`src/rtl/tick_pwm_pkg.sv`:
```
// Shared types and constants for the tick-driven PWM generator.
// Holds the FSM state encoding and the default counter width.
package tick_pwm_pkg;

   localparam int TICK_PWM_CNT_W = 8;

   typedef enum logic {
      ST_IDLE = 1'b0,
      ST_RUN  = 1'b1
   } state_e;

endpackage

```
`src/rtl/tick_pwm_gen.sv`:
```
// Tick-driven PWM generator. Period and duty are counted in divider ticks and are
// latched into shadow registers only at period boundaries, so the output never glitches.
module tick_pwm_gen
   import tick_pwm_pkg::*;
#(
   parameter int CNT_W = TICK_PWM_CNT_W
) (
   input  logic             sys_clk,
   input  logic             sys_rst,
   input  logic             tick_i,
   input  logic             en_i,
   input  logic [CNT_W-1:0] period_i,
   input  logic [CNT_W-1:0] duty_i,
   output logic             pwm_o,
   output logic             period_end_o,
   output logic             active_o,
   output logic             state_dbg
);

   state_e           state_q, state_d;
   logic [CNT_W-1:0] ph_q, ph_d;
   logic [CNT_W-1:0] per_q, per_d;
   logic [CNT_W-1:0] duty_q, duty_d;
   logic             pwm_q, pwm_d;
   logic             pend_q, pend_d;
   logic [CNT_W-1:0] ph_inc;
   logic             at_boundary;
   logic             start_ok;

   // ph stays below per_sh-1 whenever it is incremented, so ph_inc never wraps.
   assign ph_inc      = ph_q + CNT_W'(1);
   assign at_boundary = (ph_q == (per_q - CNT_W'(1)));
   assign start_ok    = en_i && (period_i != '0);

   always_comb begin
      state_d = state_q;
      ph_d    = ph_q;
      per_d   = per_q;
      duty_d  = duty_q;
      pwm_d   = pwm_q;
      pend_d  = 1'b0;
      if (tick_i) begin
         case (state_q)
            ST_IDLE: begin
               if (start_ok) begin
                  per_d   = period_i;
                  duty_d  = duty_i;
                  ph_d    = '0;
                  pwm_d   = (duty_i != '0);
                  state_d = ST_RUN;
               end else begin
                  pwm_d = 1'b0;
               end
            end
            ST_RUN: begin
               if (at_boundary) begin
                  // en_i is only looked at here, which gives the graceful stop.
                  pend_d = 1'b1;
                  ph_d   = '0;
                  if (!start_ok) begin
                     pwm_d   = 1'b0;
                     state_d = ST_IDLE;
                  end else begin
                     per_d  = period_i;
                     duty_d = duty_i;
                     pwm_d  = (duty_i != '0);
                  end
               end else begin
                  ph_d  = ph_inc;
                  pwm_d = (ph_inc < duty_q);
               end
            end
            default: begin
               state_d = ST_IDLE;
               pwm_d   = 1'b0;
            end
         endcase
      end
   end

   always_ff @(posedge sys_clk or posedge sys_rst) begin
      if (sys_rst) begin
         state_q <= ST_IDLE;
         ph_q    <= '0;
         per_q   <= '0;
         duty_q  <= '0;
         pwm_q   <= 1'b0;
         pend_q  <= 1'b0;
      end else begin
         state_q <= state_d;
         ph_q    <= ph_d;
         per_q   <= per_d;
         duty_q  <= duty_d;
         pwm_q   <= pwm_d;
         pend_q  <= pend_d;
      end
   end

   assign pwm_o        = pwm_q;
   assign period_end_o = pend_q;
   assign active_o     = (state_q == ST_RUN);
   assign state_dbg    = state_q;

endmodule

```
`config.mk`:
```
export PLATFORM = sky130hd
export DESIGN_NAME = tick_pwm_gen
export DESIGN_NICKNAME = d
export VERILOG_FILES = /design/src/rtl/tick_pwm_pkg.sv /design/src/rtl/tick_pwm_gen.sv
export SDC_FILE = /design/constraint.sdc
export NUM_CORES = 1
export LEC_CHECK = 0
export CAP_MARGIN = 20
export CORE_MARGIN = 4
export CORE_UTILIZATION = 50
export DETAILED_ROUTE_END_ITERATION = 12
export GPL_TIMING_DRIVEN = 0
export PLACE_DENSITY = 0.74
export SYNTH_ARGS = -nofsm -noshare
export SYNTH_HDL_FRONTEND = slang
export SYNTH_SLANG_ARGS = --single-unit
```
`constraint.sdc`:
```
create_clock -name sys_clk -period 6.5 [get_ports sys_clk]
set_input_delay 1.625 -clock sys_clk [delete_from_list [all_inputs] [get_ports sys_clk]]
set_output_delay 1.625 -clock sys_clk [all_outputs]
set_load 0.005 [all_outputs]
```
=== Word level (Yosys, flattened, before mapping) ===
Index checks and enable logic that the tools add are counted.

* Register bits after elaboration: 27
* Output and inout bits: 4
* Bits of input ports: 20
* Logic and storage cells: 36

* Reductions and logical operators: 5
* Bitwise operators: 1
* Multiplexer cells: 18
* $lt $le $gt $ge: 1
* Add/sub/neg operators: 2
* Eq/ne operators: 3

{| class="wikitable"
|+ Operator list
! kind !! number
|-
| 8-bit two-way mux || 6
|-
| 8-bit case mux with 2 select lines || 3
|-
| 8-bit nonzero test || 2
|-
| 8-bit by 1-bit adder with 8-bit output (second input constant) || 1
|-
| 8-bit == test || 1
|-
| 8-bit < comparator || 1
|-
| 8-bit by 1-bit subtractor with 8-bit output (second input constant) || 1
|-
| 1-bit two-way mux || 7
|-
| 1-bit case mux with 2 select lines || 2
|-
| 2-bit AND reduction || 2
|-
| 2-bit by 1-bit != test with 1-bit output (second input constant) || 1
|-
| 2-bit != test (second input constant) || 1
|-
| 1-bit logical AND || 1
|-
| 1-bit inverter || 1
|}

=== Logic depth before layout (Yosys ltp) ===
Gate-level depths: netlist of run 1.

* Word-level depth: 5
* Gate-level depth with buffers: 11
* Gate-level depth less buffers: 9

=== Worst setup path after synthesis of run 1 ===
Ideal clock, no wire load.

* Kind: input to register
* Start: in period_i[0]
* End: reg per_q[7]
* Arrival time: 2869 ps
* Cell stages on the path: 7
* Slack: 3505 ps
* Library setup time: 125 ps
* Path buffers: 1
* Cells stage by stage: nor4_1 -> a21boi_0 -> and2_1 -> o311ai_2 -> o22ai_4 -> buf_6 -> mux2_4

* Longest elaborated chain between the ends: 5

{| class="wikitable"
|+ RTL lines
! item !! RTL line !! RTL
|-
| from (decl) || tick_pwm_gen.sv:12 || <nowiki>input logic [CNT_W-1:0] period_i,</nowiki>
|-
| 8-bit nonzero test * || tick_pwm_gen.sv:33 || <nowiki>assign start_ok = en_i && (period_i != '0);</nowiki>
|-
| 1-bit logical AND * || tick_pwm_gen.sv:33 ||
|-
| 8-bit two-way mux * || n/a ||
|-
| 8-bit two-way mux || n/a ||
|-
| 8-bit case mux with 2 select lines * || n/a ||
|-
| to (signal assigned) || tick_pwm_gen.sv:92 || <nowiki>per_q <= per_d;</nowiki>
|-
| to (decl) || tick_pwm_gen.sv:22 || <nowiki>logic [CNT_W-1:0] per_q, per_d;</nowiki>
|}

Mark *: on every way between the ends. The rest lies on a longest branch, timed or not. The select of a mux whose other input is x is not followed.
A chain may end at the register's enable or synchronous reset.

=== Worst setup path after layout of run 1 ===
* Start: in period_i[7]
* End: reg per_q[7]

* Longest elaborated chain between the ends: 5

{| class="wikitable"
|+ RTL lines
! item !! RTL line !! RTL
|-
| 8-bit nonzero test || tick_pwm_gen.sv:33 ||
|-
| 1-bit logical AND || tick_pwm_gen.sv:33 ||
|-
| 8-bit two-way mux * || tick_pwm_gen.sv:45, tick_pwm_gen.sv:60 ||
|-
| 8-bit two-way mux || tick_pwm_gen.sv:56 || <nowiki>if (at_boundary) begin</nowiki>
|-
| 8-bit case mux with 2 select lines * || tick_pwm_gen.sv:43 || <nowiki>case (state_q)</nowiki>
|}

Marks and branches as above.

==> run summary, run 1 <==
Status -> finished, final reports clean
Die Y -> 66.9 um
Reg2Reg Launch Point -> per_q[0]$_DFFE_PP0P_
Die W -> 66.9 um
Clk_skew -> 6.99 ps
Yosys warns -> 0
Worst setup EP type -> flop
Xor and xnor area share after synthesis -> 8.86%
Detailed placement HPWL -> 2960 um
Netlist cell types -> 43
Asr flop ratio synth -> 100%
First-pass DRT Iterations -> 4
Cells after Synth -> 187
Antenna diode count -> 0
Largest family of logic cells by synthesized area -> simple AND/OR/NAND/NOR gates
Hold Startpoint -> duty_q[0]$_DFFE_PP0P_
Post-CTS Repair Setup Buffers -> 0
Total gr overflow -> 0
First-pass GRT wire length -> 6490 um
Via Count -> 1411
Max Buffers Root-to-Sink -> 2
Total negative setup slack -> 0 ps
Final slew viol count -> 0
Vias per cell -> 5.41
PortBufs -> 23
Slowest CP cell -> clkdlybuf4s50_1
Syn avg cell area -> 9.29 um^2
Final Core Density -> 62.4%
Initial Utilization -> 52.0%
Core area -> 3340 um^2
Pwr Density -> 400 nW/um^2
Initial antenna violation count -> 0
Mux contribution to synthesized area -> 4.76%
Layout cells sized above 1 -> 10.2%
Post-synth top area cell -> dfrtp_1
Post-Synth Adder-Cell Area -> 6.48%
Hold Path End -> duty_q[0]$_DFFE_PP0P_
Max Freq -> 0.290 GHz
Switch Pwr -> 0.000354 W
# setup viols final -> 0
Iteration-0 DRC Markers -> 58
Worst-path maximum fanout -> 10
Synthesis-stage register bit count -> 27
Layout net count -> 245
Lkg Pwr -> 0.885 nW
EDFF count, synth -> 0
RSZ-0062 raised after global routing -> no
Slowest cell delay on critical path -> 480 ps
WP data required -> 6750 ps
Sequential cell area fraction in the yosys report -> 38.9%
R2R Setup Slk -> 3770 ps
Clock Latency Late Sink -> 340 ps
Commonest cells post-synth -> dfrtp_1, nand2_1, o21ai_0
Reg2reg path depth -> 10
Worst path arrival time -> 3700 ps
Mapped Area -> 1740 um^2
Row count -> 21
Nature of the critical path startpoint -> input port
Area grow syn2layout -> 19.9%
Post-CTS Hold Buffers -> 0
Relative slew margins -> 64.3%
Drt drc -> 0
Max-cap violations -> 0
P_int -> 0.000478 W
Sequential share of power -> 36.7%
Die ar. -> 4480 um^2
Main synth FF type -> dfrtp_1
Syn_nets -> 216
VDD IR max -> 0.217 mV
Final WL -> 3780 um
Htree depth -> 1
Crit-path cells -> clkdlybuf4s50_1 > nor4_1 > a21boi_0 > and2_1 > o311ai_2 > o22ai_4 > buf_6 > mux2_4
Slew of the pin with the lowest slew margin -> 531 ps
Sw Ratio -> 42.5%
Min Clock Period, post-route -> 3440 ps
CP Class -> input port to flop
Period utilization -> 53.0%
Synth top area cells -> dfrtp_1, ha_1, nand2_1
GR Util All Layers -> 18.9%
DRT antenna net count -> 0
Clk pwr share -> 9.6%
Count leader, synth -> dfrtp_1
Worst min-delay path class -> flop to flop
CP startpoint -> period_i[7]
Vias in the first global route -> 1441
Worst-path clk slew -> 160 ps
Post-synthesis compound-gate area fraction -> 17.2%
Total CTS buffers -> 3
Share of the synthesized area in the top cell type -> 38.9%
Num ports -> 24
Hold path depth -> 1
Comb pwr share -> 53.7%
CTS Sinks -> 27
Root Buffer -> clkbuf_4
Simple-Gate Fraction of Synth Area -> 18.4%
Routability cong. -> 0.793
# resized after CTS -> 0
Largest net degree at the start of global routing -> 28
Fin. Hold Viols -> 0
Post-DR wirelength/cell -> 14.5 um
RR Endpoint -> per_q[7]$_DFFE_PP0P_
CTS tree -> built
==> cell usage in the layout (no fill, tap or decap), types with 3 or more instances in the layout <==
cell             netlist  layout
or3_1                  4       4
clkbuf_4               0       3
nand2_1               25      25
mux2_2                 6       6
o21ai_0               16      16
ha_1                   9       9
nor4_1                 5       5
o21ai_1                8       8
nand3_1                4       4
a21oi_1                6       6
xor2_1                 7       7
nor3_1                 3       3
inv_1                 11      11
xnor2_1                8       8
nor2_1                 5       5
nand2b_1               5       5
a21o_1                 4       4
dfrtp_1               27      27
clkbuf_1               4       4
clkdlybuf4s50_1        0      23
==> worst max path at each step <==
| stage | slack [ps] | endpoint | cells past startpoint |
|---|---|---|---|
| after floorplan | 3510 | per_q[7]$_DFFE_PP0P_ | 7 |
| after global placement | 2700 | per_q[7]$_DFFE_PP0P_ | 8 |
| after detailed placement | 2660 | per_q[7]$_DFFE_PP0P_ | 8 |
| after CTS | 3030 | per_q[7]$_DFFE_PP0P_ | 8 |
| after global routing | 2970 | per_q[7]$_DFFE_PP0P_ | 8 |
| final | 3060 | per_q[7]$_DFFE_PP0P_ | 8 |
==> logic make-up (layout without fill, tap and decap cells) <==
logic type,after synthesis,after routing
simple gates,63,63
compound gates,45,45
flops,27,27
buf+inv,20,48
xor+xnor,16,16
fa+ha+maj,9,9
mux,7,7
==> layout make-up <==
| class | instances | area (um^2) |
|---|---|---|
| Multi-Input combinational cell | 140 | 968 |
| Inverter | 11 | 41.3 |
| Timing Repair Buffer | 24 | 258 |
| Clock buffer | 3 | 22.5 |
| Clock inverter | 1 | 7.51 |
| Buffer | 9 | 51.3 |
| Tap cell | 46 | 57.6 |
| Fill cell | 311 | 1250 |
| Sequential cell | 27 | 676 |
==> layer usage <==
metal	track usage, %	up-vias	wire length (um)
met1	22.3	676	1640
met3	2.53	4	121
met4	5.82	0	33
met2	35.1	22	1980
met5	0	-	0
li1	-	709	-
==> worst max-delay path: cells and delay by family <==
kind,cells,cell delay (ps)
compound gates,3,800
buf+inv,2,680
mux,1,300
simple gates,2,280
==> flip-flops by register name, indices dropped and copies added (netlist names) <==
register / count
active_o: 1
duty_q: 8
per_q: 8
period_end_o: 1
ph_q: 8
pwm_o: 1
==> power by group through the flow <==
stage / registers, W / logic, W / clock network (W)
after floorplan: 0.000290 / 0.000348 / 0
after global placement: 0.000304 / 0.000422 / 0
after detailed placement: 0.000310 / 0.000442 / 0
after CTS: 0.000305 / 0.000446 / 0.0000801
after global routing: 0.000315 / 0.000507 / 0.0000863
final: 0.000305 / 0.000447 / 0.0000800
==> metrics by stage <==
stage	std cells	setup WS (ps)	total power, W	area (um^2)	hold slack (ps)
global route	261	2970	0.000909	2080	559
finish	261	3060	0.000832	2080	549
global placement	256	2700	0.000726	2020	485
floorplan	187	3510	0.000638	1740	475
detailed placement	256	2660	0.000752	2020	514
CTS	260	3030	0.000831	2050	550
No activity file was read; power rests on OpenSTA's default activity.
==> run 2: changes to the inputs <==
==> constraint.sdc (replaced) <==
create_clock -name sys_clk -period 3.29 [get_ports sys_clk]
set_input_delay 0.8225 -clock sys_clk [delete_from_list [all_inputs] [get_ports sys_clk]]
set_output_delay 0.8225 -clock sys_clk [all_outputs]
set_load 0.005 [all_outputs]
==> results of run 2 <==
The final DEF is identical to that of run 1. Status: finished, final reports clean.
Among the figures that moved: setup slack after placement 2660 ps -> 251 ps; setup slack after layout 3060 ps -> 561 ps; start point of the critical path period_i[7] -> per_q[0]$_DFFE_PP0P_; register-to-register setup slack 3770 ps -> 560 ps; total power 0.000832 W -> 0.00164 W; worst IR drop on VDD 0.217 mV -> 0.429 mV
